### src/rtl/barrido_tabla_verdad_pkg.sv
// Shared definitions for the truth-table sweeper.
// Holds the vector geometry, the FSM state encoding and the mapping
// from a 5-bit vector index onto the {X,Y,Z,K,M} stimulus pins.
package barrido_tabla_verdad_pkg;

  localparam int NUM_VARS    = 5;
  localparam int NUM_VECTORS = 32;

  typedef logic [NUM_VARS-1:0] vec_idx_t;

  typedef enum logic [1:0] {
    IDLE   = 2'd0,
    DRIVE  = 2'd1,
    SAMPLE = 2'd2,
    DONE   = 2'd3
  } state_e;

  // Bit position of each stimulus variable inside the vector index.
  // X is the MSB so that the truth-table bit order matches {X,Y,Z,K,M}.
  localparam int BIT_X = 4;
  localparam int BIT_Y = 3;
  localparam int BIT_Z = 2;
  localparam int BIT_K = 1;
  localparam int BIT_M = 0;

  // Returns the stimulus pins packed as {X,Y,Z,K,M}.
  function automatic logic [NUM_VARS-1:0] idx_to_xyzkm(input vec_idx_t idx);
    return {idx[BIT_X], idx[BIT_Y], idx[BIT_Z], idx[BIT_K], idx[BIT_M]};
  endfunction

endpackage

### src/rtl/barrido_tabla_verdad_if.sv
// Bus between the lab controller / function under test and the sweeper.
// master: controller side (start, abort, expected table) plus the F_in
//         return path from the function under test; reads all results.
// slave:  the sweeper itself; drives stimulus pins, status and results.
interface barrido_tabla_verdad_if;
  import barrido_tabla_verdad_pkg::*;

  logic                   start;
  logic                   abort;
  logic [NUM_VECTORS-1:0] exp_table;
  logic                   F_in;
  logic                   X;
  logic                   Y;
  logic                   Z;
  logic                   K;
  logic                   M;
  logic                   busy;
  logic                   done;
  logic                   table_valid;
  logic [NUM_VECTORS-1:0] truth_table;
  logic [5:0]             ones_cnt;
  logic                   mismatch;
  logic [NUM_VARS-1:0]    first_fail;

  modport master (
    output start, abort, exp_table, F_in,
    input  X, Y, Z, K, M, busy, done, table_valid,
           truth_table, ones_cnt, mismatch, first_fail
  );

  modport slave (
    input  start, abort, exp_table, F_in,
    output X, Y, Z, K, M, busy, done, table_valid,
           truth_table, ones_cnt, mismatch, first_fail
  );

endinterface

### src/rtl/barrido_tabla_verdad_settle_timer.sv
// Settle timer for the sweeper.
// Ports:
//   clk_i     - system clock, rising edge
//   rst_n_i   - asynchronous active-low reset
//   clear_i   - synchronous clear to zero (has priority over enable)
//   enable_i  - count up by one
//   expired_o - high while the count equals SETTLE-1
module tt_settle_timer #(
  parameter int SETTLE = 2,
  parameter int CNT_W  = 4
) (
  input  logic clk_i,
  input  logic rst_n_i,
  input  logic clear_i,
  input  logic enable_i,
  output logic expired_o
);

  logic [CNT_W-1:0] count_q;
  logic [CNT_W-1:0] count_d;

  always_comb begin
    count_d = count_q;
    if (clear_i) begin
      count_d = '0;
    end else if (enable_i) begin
      count_d = count_q + 1'b1;
    end
  end

  always_ff @(posedge clk_i or negedge rst_n_i) begin
    if (!rst_n_i) begin
      count_q <= '0;
    end else begin
      count_q <= count_d;
    end
  end

  // Expiry is seen in the SETTLE-th DRIVE cycle, so the FSM leaves DRIVE
  // after exactly SETTLE cycles.
  assign expired_o = (count_q == CNT_W'(SETTLE - 1));

endmodule

### src/rtl/barrido_tabla_verdad.sv
// Truth-table sweeper: drives {X,Y,Z,K,M} through all 32 vectors, holds
// each for SETTLE cycles, samples F_in, and builds the truth table,
// minterm count and a comparison against an expected table.
// Ports:
//   clk   - system clock, rising edge
//   rst_n - asynchronous active-low reset
//   bus   - slave side of barrido_tabla_verdad_if (start/abort/exp_table/F_in
//           in; stimulus pins, busy/done/table_valid and results out)
module barrido_tabla_verdad
  import barrido_tabla_verdad_pkg::*;
#(
  parameter int SETTLE = 2,
  parameter int CNT_W  = 4
) (
  input  logic                  clk,
  input  logic                  rst_n,
  barrido_tabla_verdad_if.slave bus
);

  state_e                 state_q;
  vec_idx_t               idx_q;
  logic                   busy_q;
  logic                   done_q;
  logic                   table_valid_q;
  logic [NUM_VECTORS-1:0] truth_table_q;
  logic [5:0]             ones_cnt_q;
  logic                   mismatch_q;
  vec_idx_t               first_fail_q;

  logic timer_clear;
  logic timer_en;
  logic timer_expired;

  // The counter only runs in DRIVE; every other state (and abort) parks it
  // at zero so each vector starts with a fresh settle window.
  assign timer_clear = (state_q != DRIVE) || bus.abort;
  assign timer_en    = (state_q == DRIVE);

  tt_settle_timer #(
    .SETTLE (SETTLE),
    .CNT_W  (CNT_W)
  ) u_settle_timer (
    .clk_i     (clk),
    .rst_n_i   (rst_n),
    .clear_i   (timer_clear),
    .enable_i  (timer_en),
    .expired_o (timer_expired)
  );

  always_ff @(posedge clk or negedge rst_n) begin
    if (!rst_n) begin
      state_q       <= IDLE;
      idx_q         <= '0;
      busy_q        <= 1'b0;
      done_q        <= 1'b0;
      table_valid_q <= 1'b0;
      truth_table_q <= '0;
      ones_cnt_q    <= '0;
      mismatch_q    <= 1'b0;
      first_fail_q  <= '0;
    end else begin
      done_q <= 1'b0;
      case (state_q)
        IDLE: begin
          // abort is ignored here, so start wins when both are high.
          if (bus.start) begin
            state_q       <= DRIVE;
            busy_q        <= 1'b1;
            idx_q         <= '0;
            table_valid_q <= 1'b0;
            truth_table_q <= '0;
            ones_cnt_q    <= '0;
            mismatch_q    <= 1'b0;
            first_fail_q  <= '0;
          end
        end

        DRIVE: begin
          if (bus.abort) begin
            state_q <= IDLE;
            busy_q  <= 1'b0;
            idx_q   <= '0;
          end else if (timer_expired) begin
            state_q <= SAMPLE;
          end
        end

        SAMPLE: begin
          // An abort here drops the vector uncaptured; everything captured
          // so far stays visible.
          if (bus.abort) begin
            state_q <= IDLE;
            busy_q  <= 1'b0;
            idx_q   <= '0;
          end else begin
            truth_table_q[idx_q] <= bus.F_in;
            ones_cnt_q           <= ones_cnt_q + 6'(bus.F_in);
            // Only the first differing vector is recorded.
            if ((bus.F_in != bus.exp_table[idx_q]) && !mismatch_q) begin
              mismatch_q   <= 1'b1;
              first_fail_q <= idx_q;
            end
            if (idx_q == vec_idx_t'(NUM_VECTORS - 1)) begin
              state_q       <= DONE;
              done_q        <= 1'b1;
              table_valid_q <= 1'b1;
              busy_q        <= 1'b0;
              idx_q         <= '0;
            end else begin
              state_q <= DRIVE;
              idx_q   <= idx_q + 1'b1;
            end
          end
        end

        DONE: begin
          state_q <= IDLE;
        end

        default: begin
          state_q <= IDLE;
        end
      endcase
    end
  end

  assign {bus.X, bus.Y, bus.Z, bus.K, bus.M} = idx_to_xyzkm(idx_q);
  assign bus.busy        = busy_q;
  assign bus.done        = done_q;
  assign bus.table_valid = table_valid_q;
  assign bus.truth_table = truth_table_q;
  assign bus.ones_cnt    = ones_cnt_q;
  assign bus.mismatch    = mismatch_q;
  assign bus.first_fail  = first_fail_q;

endmodule

### src/flat_wrapper.sv
// flat-port wrapper written by rule: the top's interface ports become plain ports
module barrido_tabla_verdad_flat import barrido_tabla_verdad_pkg::*;
#(
  parameter int SETTLE = 2,
  parameter int CNT_W  = 4
)
  (clk, rst_n, bus_start, bus_abort, bus_exp_table, bus_F_in, bus_X, bus_Y, bus_Z, bus_K, bus_M, bus_busy, bus_done, bus_table_valid, bus_truth_table, bus_ones_cnt, bus_mismatch, bus_first_fail);
  barrido_tabla_verdad_if bus_i ();
  input  logic clk;
  input  logic rst_n;
  input wire logic [$bits(bus_i.start)-1:0] bus_start;
  input wire logic [$bits(bus_i.abort)-1:0] bus_abort;
  input wire logic [$bits(bus_i.exp_table)-1:0] bus_exp_table;
  input wire logic [$bits(bus_i.F_in)-1:0] bus_F_in;
  output wire logic [$bits(bus_i.X)-1:0] bus_X;
  output wire logic [$bits(bus_i.Y)-1:0] bus_Y;
  output wire logic [$bits(bus_i.Z)-1:0] bus_Z;
  output wire logic [$bits(bus_i.K)-1:0] bus_K;
  output wire logic [$bits(bus_i.M)-1:0] bus_M;
  output wire logic [$bits(bus_i.busy)-1:0] bus_busy;
  output wire logic [$bits(bus_i.done)-1:0] bus_done;
  output wire logic [$bits(bus_i.table_valid)-1:0] bus_table_valid;
  output wire logic [$bits(bus_i.truth_table)-1:0] bus_truth_table;
  output wire logic [$bits(bus_i.ones_cnt)-1:0] bus_ones_cnt;
  output wire logic [$bits(bus_i.mismatch)-1:0] bus_mismatch;
  output wire logic [$bits(bus_i.first_fail)-1:0] bus_first_fail;
  assign bus_i.start = bus_start;
  assign bus_i.abort = bus_abort;
  assign bus_i.exp_table = bus_exp_table;
  assign bus_i.F_in = bus_F_in;
  assign bus_X = bus_i.X;
  assign bus_Y = bus_i.Y;
  assign bus_Z = bus_i.Z;
  assign bus_K = bus_i.K;
  assign bus_M = bus_i.M;
  assign bus_busy = bus_i.busy;
  assign bus_done = bus_i.done;
  assign bus_table_valid = bus_i.table_valid;
  assign bus_truth_table = bus_i.truth_table;
  assign bus_ones_cnt = bus_i.ones_cnt;
  assign bus_mismatch = bus_i.mismatch;
  assign bus_first_fail = bus_i.first_fail;
  barrido_tabla_verdad #(.SETTLE(SETTLE), .CNT_W(CNT_W)) u_core (.clk(clk), .rst_n(rst_n), .bus(bus_i));
endmodule
### config.mk
export PLATFORM = sky130hd
export DESIGN_NAME = barrido_tabla_verdad_flat
export DESIGN_NICKNAME = d
export VERILOG_FILES = /design/src/rtl/barrido_tabla_verdad_pkg.sv /design/src/rtl/barrido_tabla_verdad_if.sv /design/src/rtl/barrido_tabla_verdad_settle_timer.sv /design/src/rtl/barrido_tabla_verdad.sv /design/src/flat_wrapper.sv
export SDC_FILE = /design/constraint.sdc
export NUM_CORES = 1
export LEC_CHECK = 0
export ABC_AREA = 1
export CORE_AREA = 2 2 96 135
export CTS_CLUSTER_DIAMETER = 80
export DETAILED_ROUTE_END_ITERATION = 8
export DIE_AREA = 0 0 98 137
export PLACE_DENSITY = 0.59
export SLEW_MARGIN = 15
export SYNTH_ARGS = -nofsm -noshare
export SYNTH_HDL_FRONTEND = slang
export SYNTH_SLANG_ARGS = --single-unit
### constraint.sdc
create_clock -name clk -period 2.7 [get_ports clk]
set_input_delay 0.81 -clock clk [delete_from_list [all_inputs] [get_ports clk]]
set_output_delay 0.81 -clock clk [all_outputs]
set_load 0.02 [all_outputs]
* After elaboration in Yosys (flattened, before gate mapping) *
Cells that the tools add are included.

storage, ports and cells
  flip-flop bits (word level) = 58
  latch bits = 0
  bits in writable memories = 0
  ROM bits = 0
  output and inout bits = 52
  memories kept = 0

operators by class
  add/sub/neg operators = 3
  multipliers = 0
  div/mod/pow operators = 0
  $lt $le $gt $ge = 2
  equality and inequality tests = 14
  shift operators = 0
  mux-type cells = 42
  bitwise gates (word level) = 0
  reduce and logical (&&, ||, !) cells = 14

operator list
  operator               count
  $mux W32               2
  $pmux W32 S2           1
  $bwmux W32             1
  $mux W5                6
  $pmux W5 S3            1
  $mux W1                14
  $mux W6                2
  $pmux W6 S2            1
  $reduce_and A4 Y1      3
  $mux W2                5
  $pmux W5 S2            1
  $mux W4                2
  $pmux W2 S4            1
  $add A6 B1 Y6          1
  $lt A5 B6 Y1 const B   1
  $ne A2 B1 Y1 const B   3
  $ne A2 B2 Y1 const B   3
  $reduce_and A3 Y1      2
  $add A5 B1 Y5 const B  1
  $bmux W1 S5            1
  $demux W1 S5           1
  $eq A5 B5 Y1 const B   1
  $ge A5 B1 Y1 const B   1
  $add A4 B1 Y4 const B  1
  15 further kinds       19

* Depth between registers and ports, before layout *
  depth after elaboration = 7
  gate-level depth with buffers = 15

* Hierarchy *
From an unflattened synthesis, not the netlist that was laid out.

unflattened totals
  cell total of the unflattened synthesis = 463
  area, all modules = 3,477.1 um^2

by module, submodules not included
  module                instances  cells each  area an instance (um^2)  sequential area each (um^2)
  barrido_tabla_verdad  1          437         3,251.9                  1,351.3
  tt_settle_timer       1          26          225.2                    100.1

* Worst setup path after synthesis *
Ideal clock, no wire load.

  path kind = register to register
  start point = register u_core.idx_q[0]
  end point = register u_core.busy_q (netlist: u_core.bus.busy)
  library setup time = 77 ps
  data arrival time = 1,740 ps
  required time = 2,623 ps
  slack = 883 ps
  cell stages (with the launch flop) = 10
  path through = dfrtp_1 ha_1 clkbuf_1 inv_1 nor2_1 ha_1 nor2_1 nor2_1 nor2_1 a21oi_1

on the way
  longest elaborated chain between the ends = 3

RTL lines
  what                         line                         text
  from (decl)                  barrido_tabla_verdad.sv:21   vec_idx_t idx_q;
  from (signal assigned)       barrido_tabla_verdad.sv:111  idx_q <= idx_q + 1'b1;
  $eq A5 B5 Y1                 barrido_tabla_verdad.sv:103  if (idx_q == vec_idx_t'(NUM_VECTORS - 1)) begin
  $ne A3 B2 Y1 (no line)       -
  $reduce_and A4 Y1 (no line)  -
  to (signal assigned)         barrido_tabla_verdad.sv:81   busy_q <= 1'b0;
  to (signal assigned)         barrido_tabla_verdad.sv:93   busy_q <= 1'b0;
  to (signal assigned)         barrido_tabla_verdad.sv:107  busy_q <= 1'b0;
  to (decl)                    barrido_tabla_verdad.sv:22   logic busy_q;

Every way passes these cells.
A chain may end at the register's enable or synchronous reset.

* Final worst setup path *
  start point = register u_core.idx_q[2]
  end point = output port bus_Z

RTL lines
  what       line                text
  to (decl)  flat_wrapper.sv:17  output wire logic [$bits(bus_i.Z)-1:0] bus_Z;

No word-level cell between the ends.

==> run_results.csv <==
group,metric,value,unit
yosys,synth_area,3360,sq um
global_route,grt-ovfl-total,0,
yosys,yosys_warnings,0,
yosys,ys_seq_area_frac,0.432,
floorplan,core,12200,sq um
placed_design,hpwl,6960,um
yosys,syn_inst,444,
worst_setup_path,critPathArrivalTime,1.68,ns
route,via_per_inst,4.56,
cts,cts_setup_buffers,0,
route,wirelength,9580,um
pwr,irDropWorstVdd,333,uV
worst_setup_path,path_class,"flip-flop to output pin",
final_layout,instances_no_fill,686,
final_layout,multi_input_comb_area,1470,sq um
yosys,synthesis.nets,493,
timing,fin_crit,2.49,ns
floorplan,dieHeight,137,um
timing,timing.final.crit_share,0.922,
pwr,total_power,3.33,mW
final_layout,syn_to_final_growth,39.7,%
floorplan,die_w,98,um
global_route,grt_pass1_wl,15500,um
cts,clk_latency,0.32,ns
pwr,leakage,2.11,nW
timing,layout_setup_ws,0.211,ns
flow_run,maxCapViolations,0,
timing,max_freq,402,MHz
floorplan,initial_core_util,0.276,
placed_design,post_dp_cell_area,4390,sq um
cts,cts.clk_slew.worst_paths,0.05,ns
route,vias,3126,
pwr,pwr_density_cell,709,nW/um^2
timing,rsz0062_at_grt,"false",
cts,clk_path_buf_depth,2,
placed_design,port_buffers,88,
route,drcViolationCount,0,
floorplan,row_count,48,
route,first_pass_iters,5,
route,wl_per_cell,14.0,um
worst_setup_path,crit_chain,"clkdlybuf4s50_1",
worst_setup_path,slowest_delay,0.71,ns
yosys,ys_types,34,
placed_design,dp_cells,670,
final_layout,design_area,4700,sq um
timing,hold_viol,0,
cts,hold_buffers,0,
cts,root_buffer,"clkbuf_16",
global_route,antenna_found_initial,0,
worst_setup_path,crit_buf_inv,1,
worst_setup_path,worstSetupEndpointType,"output pin",
cts,numCtsBuffers,9,
cts,cts_tree,"built",
global_route,grt_max_degree,59,
cts,ctsResizeCount,0,
final_layout,nets,580,
worst_setup_path,cp_max_fo,10,
timing,clock_skew,0.00497,ns
timing,final.setup.tns,0,ns
final_layout,n_fill_cell,1238,
global_route,grt.total_usage,0.145,
worst_setup_path,cpMaxStageDelayCell,"clkdlybuf4s50_1",
final_layout,regArea,1450,sq um
timing,final-max-slew-violation-count,0,
outcome,status,"finished clean",
timing,slew_headroom,0.661,
worst_setup_path,cp.required,1.89,ns
timing,worst_pin_slew,0.508,ns
placed_design,globalplace.congestion,0.841,
final_layout,drive_gt1_frac,0.106,
hold_path,hp-class,"primary input to asynchronous set/reset pin",
yosys,yosys_register_bits,58,
cts,htreeDepth,3,
worst_setup_path,critPathLaunchType,"flip-flop",
floorplan,design.die.area,13400,sq um
global_route,grt_pass1_vias,3061,
final_layout,antenna_cells,0,
timing,hold_ws,0.480,ns
final_layout,final_core_util,0.385,
route,drtIter0Drc,177,
worst_setup_path,cp_top_family,"buffers and inverters",
placed_design,dp_slack,0.209,ns
yosys,syn_area_per_cell,7.57,sq um
cts,cts_sinks,58,
floorplan,ios,89,
route,ant_nets,0,
timing,setup_viol,0,
==> layer usage <==
metal | global-route usage | up-vias | wire (um)
li1 | - | 1596 | -
met1 | 0.178 | 1421 | 4110
met5 | 0 | - | 0
met3 | 0.0312 | 17 | 508
met4 | 0.0610 | 0 | 251
met2 | 0.247 | 92 | 4710
==> worst register-to-register path, delay by kind of cell, from the launching register on <==
kind             cells  cell delay [ns]
flip-flops           1             0.65
AND/OR/NAND/NOR     11             1.28
==> report_power, final <==
part | total (mW) | switching, mW | internal (mW)
logic | 1.25 | 0.812 | 0.442
clock network | 1.11 | 0.366 | 0.744
registers | 0.966 | 0.0446 | 0.921
==> state kept, by name, summed over array words and instances (netlist names) <==
name	count
u_core.bus.done	1
u_core.bus.table_valid	1
u_core.bus.busy	1
u_core.state_q	2
u_core.idx_q	5
u_core.bus.truth_table	32
u_core.u_settle_timer.count_q	4
u_core.bus.first_fail	5
u_core.bus.ones_cnt	6
u_core.bus.mismatch	1
==> layout by cell type (no fill, tap or decap), types with 2 or more instances in the layout <==
master	instances
a21oi_1	36
a22o_1	2
buf_12	2
buf_4	7
clkbuf_16	9
clkbuf_8	5
clkdlybuf4s50_1	87
clkinv_2	7
dfrtp_1	58
ha_1	12
inv_1	64
inv_2	11
nand2_1	116
nand3_1	22
nor2_1	27
nor2_2	3
nor3_1	4
nor3_2	3
nor3_4	3
o21ai_0	4
o21ai_1	8
o22ai_1	32
o31ai_1	2
==> path summary, 6_finish.rpt <==
check,start,end,slack (ns),cells after the start
worst max-delay path,u_core.idx_q[2]$_DFFE_PN0P_,bus_Z,0.21,1
worst min-delay path,rst_n,u_core.u_settle_timer.count_q[1]$_DFFE_PN0P_,0.48,2
worst max register to register,u_core.idx_q[2]$_DFFE_PN0P_,u_core.bus.first_fail[3]$_DFFE_PN0P_,0.65,11
worst min register to register,u_core.bus.first_fail[2]$_DFFE_PN0P_,u_core.bus.first_fail[2]$_DFFE_PN0P_,0.48,2
max in group asynchronous,rst_n,u_core.bus.truth_table[29]$_DFFE_PN0P_,1.94,2
min in group clk,u_core.bus.first_fail[2]$_DFFE_PN0P_,u_core.bus.first_fail[2]$_DFFE_PN0P_,0.48,2
==> cell families after synthesis <==
kind of cell / after synthesis / share of synthesized area
flops: 58 / 0.432
xor+xnor: 2 / 0.00521
simple gates: 183 / 0.241
buf+inv: 103 / 0.132
fa+ha+maj: 12 / 0.0447
compound gates: 86 / 0.146
==> cell type report <==
| type | instances | share of cell area |
|---|---|---|
| Tap cell | 150 | 0.0400 |
| Multi-Input combinational cell | 283 | 0.313 |
| Timing Repair Buffer | 97 | 0.206 |
| Inverter | 82 | 0.0677 |
| Clock inverter | 1 | 0.00107 |
| Sequential cell | 58 | 0.309 |
| Clock buffer | 15 | 0.0634 |
==> synth_stat cells (all sizes together) <==
library cell	number	share of area
nor2	31	0.039
o22ai	32	0.060
buf	14	0.029
inv	76	0.086
o31ai	2	0.0045
clkbuf	7	0.0078
ha	12	0.045
nor3	10	0.029
clkinv	6	0.0089
xnor2	1	0.0026
nand2	118	0.13
a22o	2	0.0052
dfrtp	58	0.43
xor2	1	0.0026
o21ai	12	0.018
o211ai	1	0.0022
a21oi	37	0.056
nor3b	1	0.0022
nand3	23	0.036
Power figures use the tool's default switching activity.
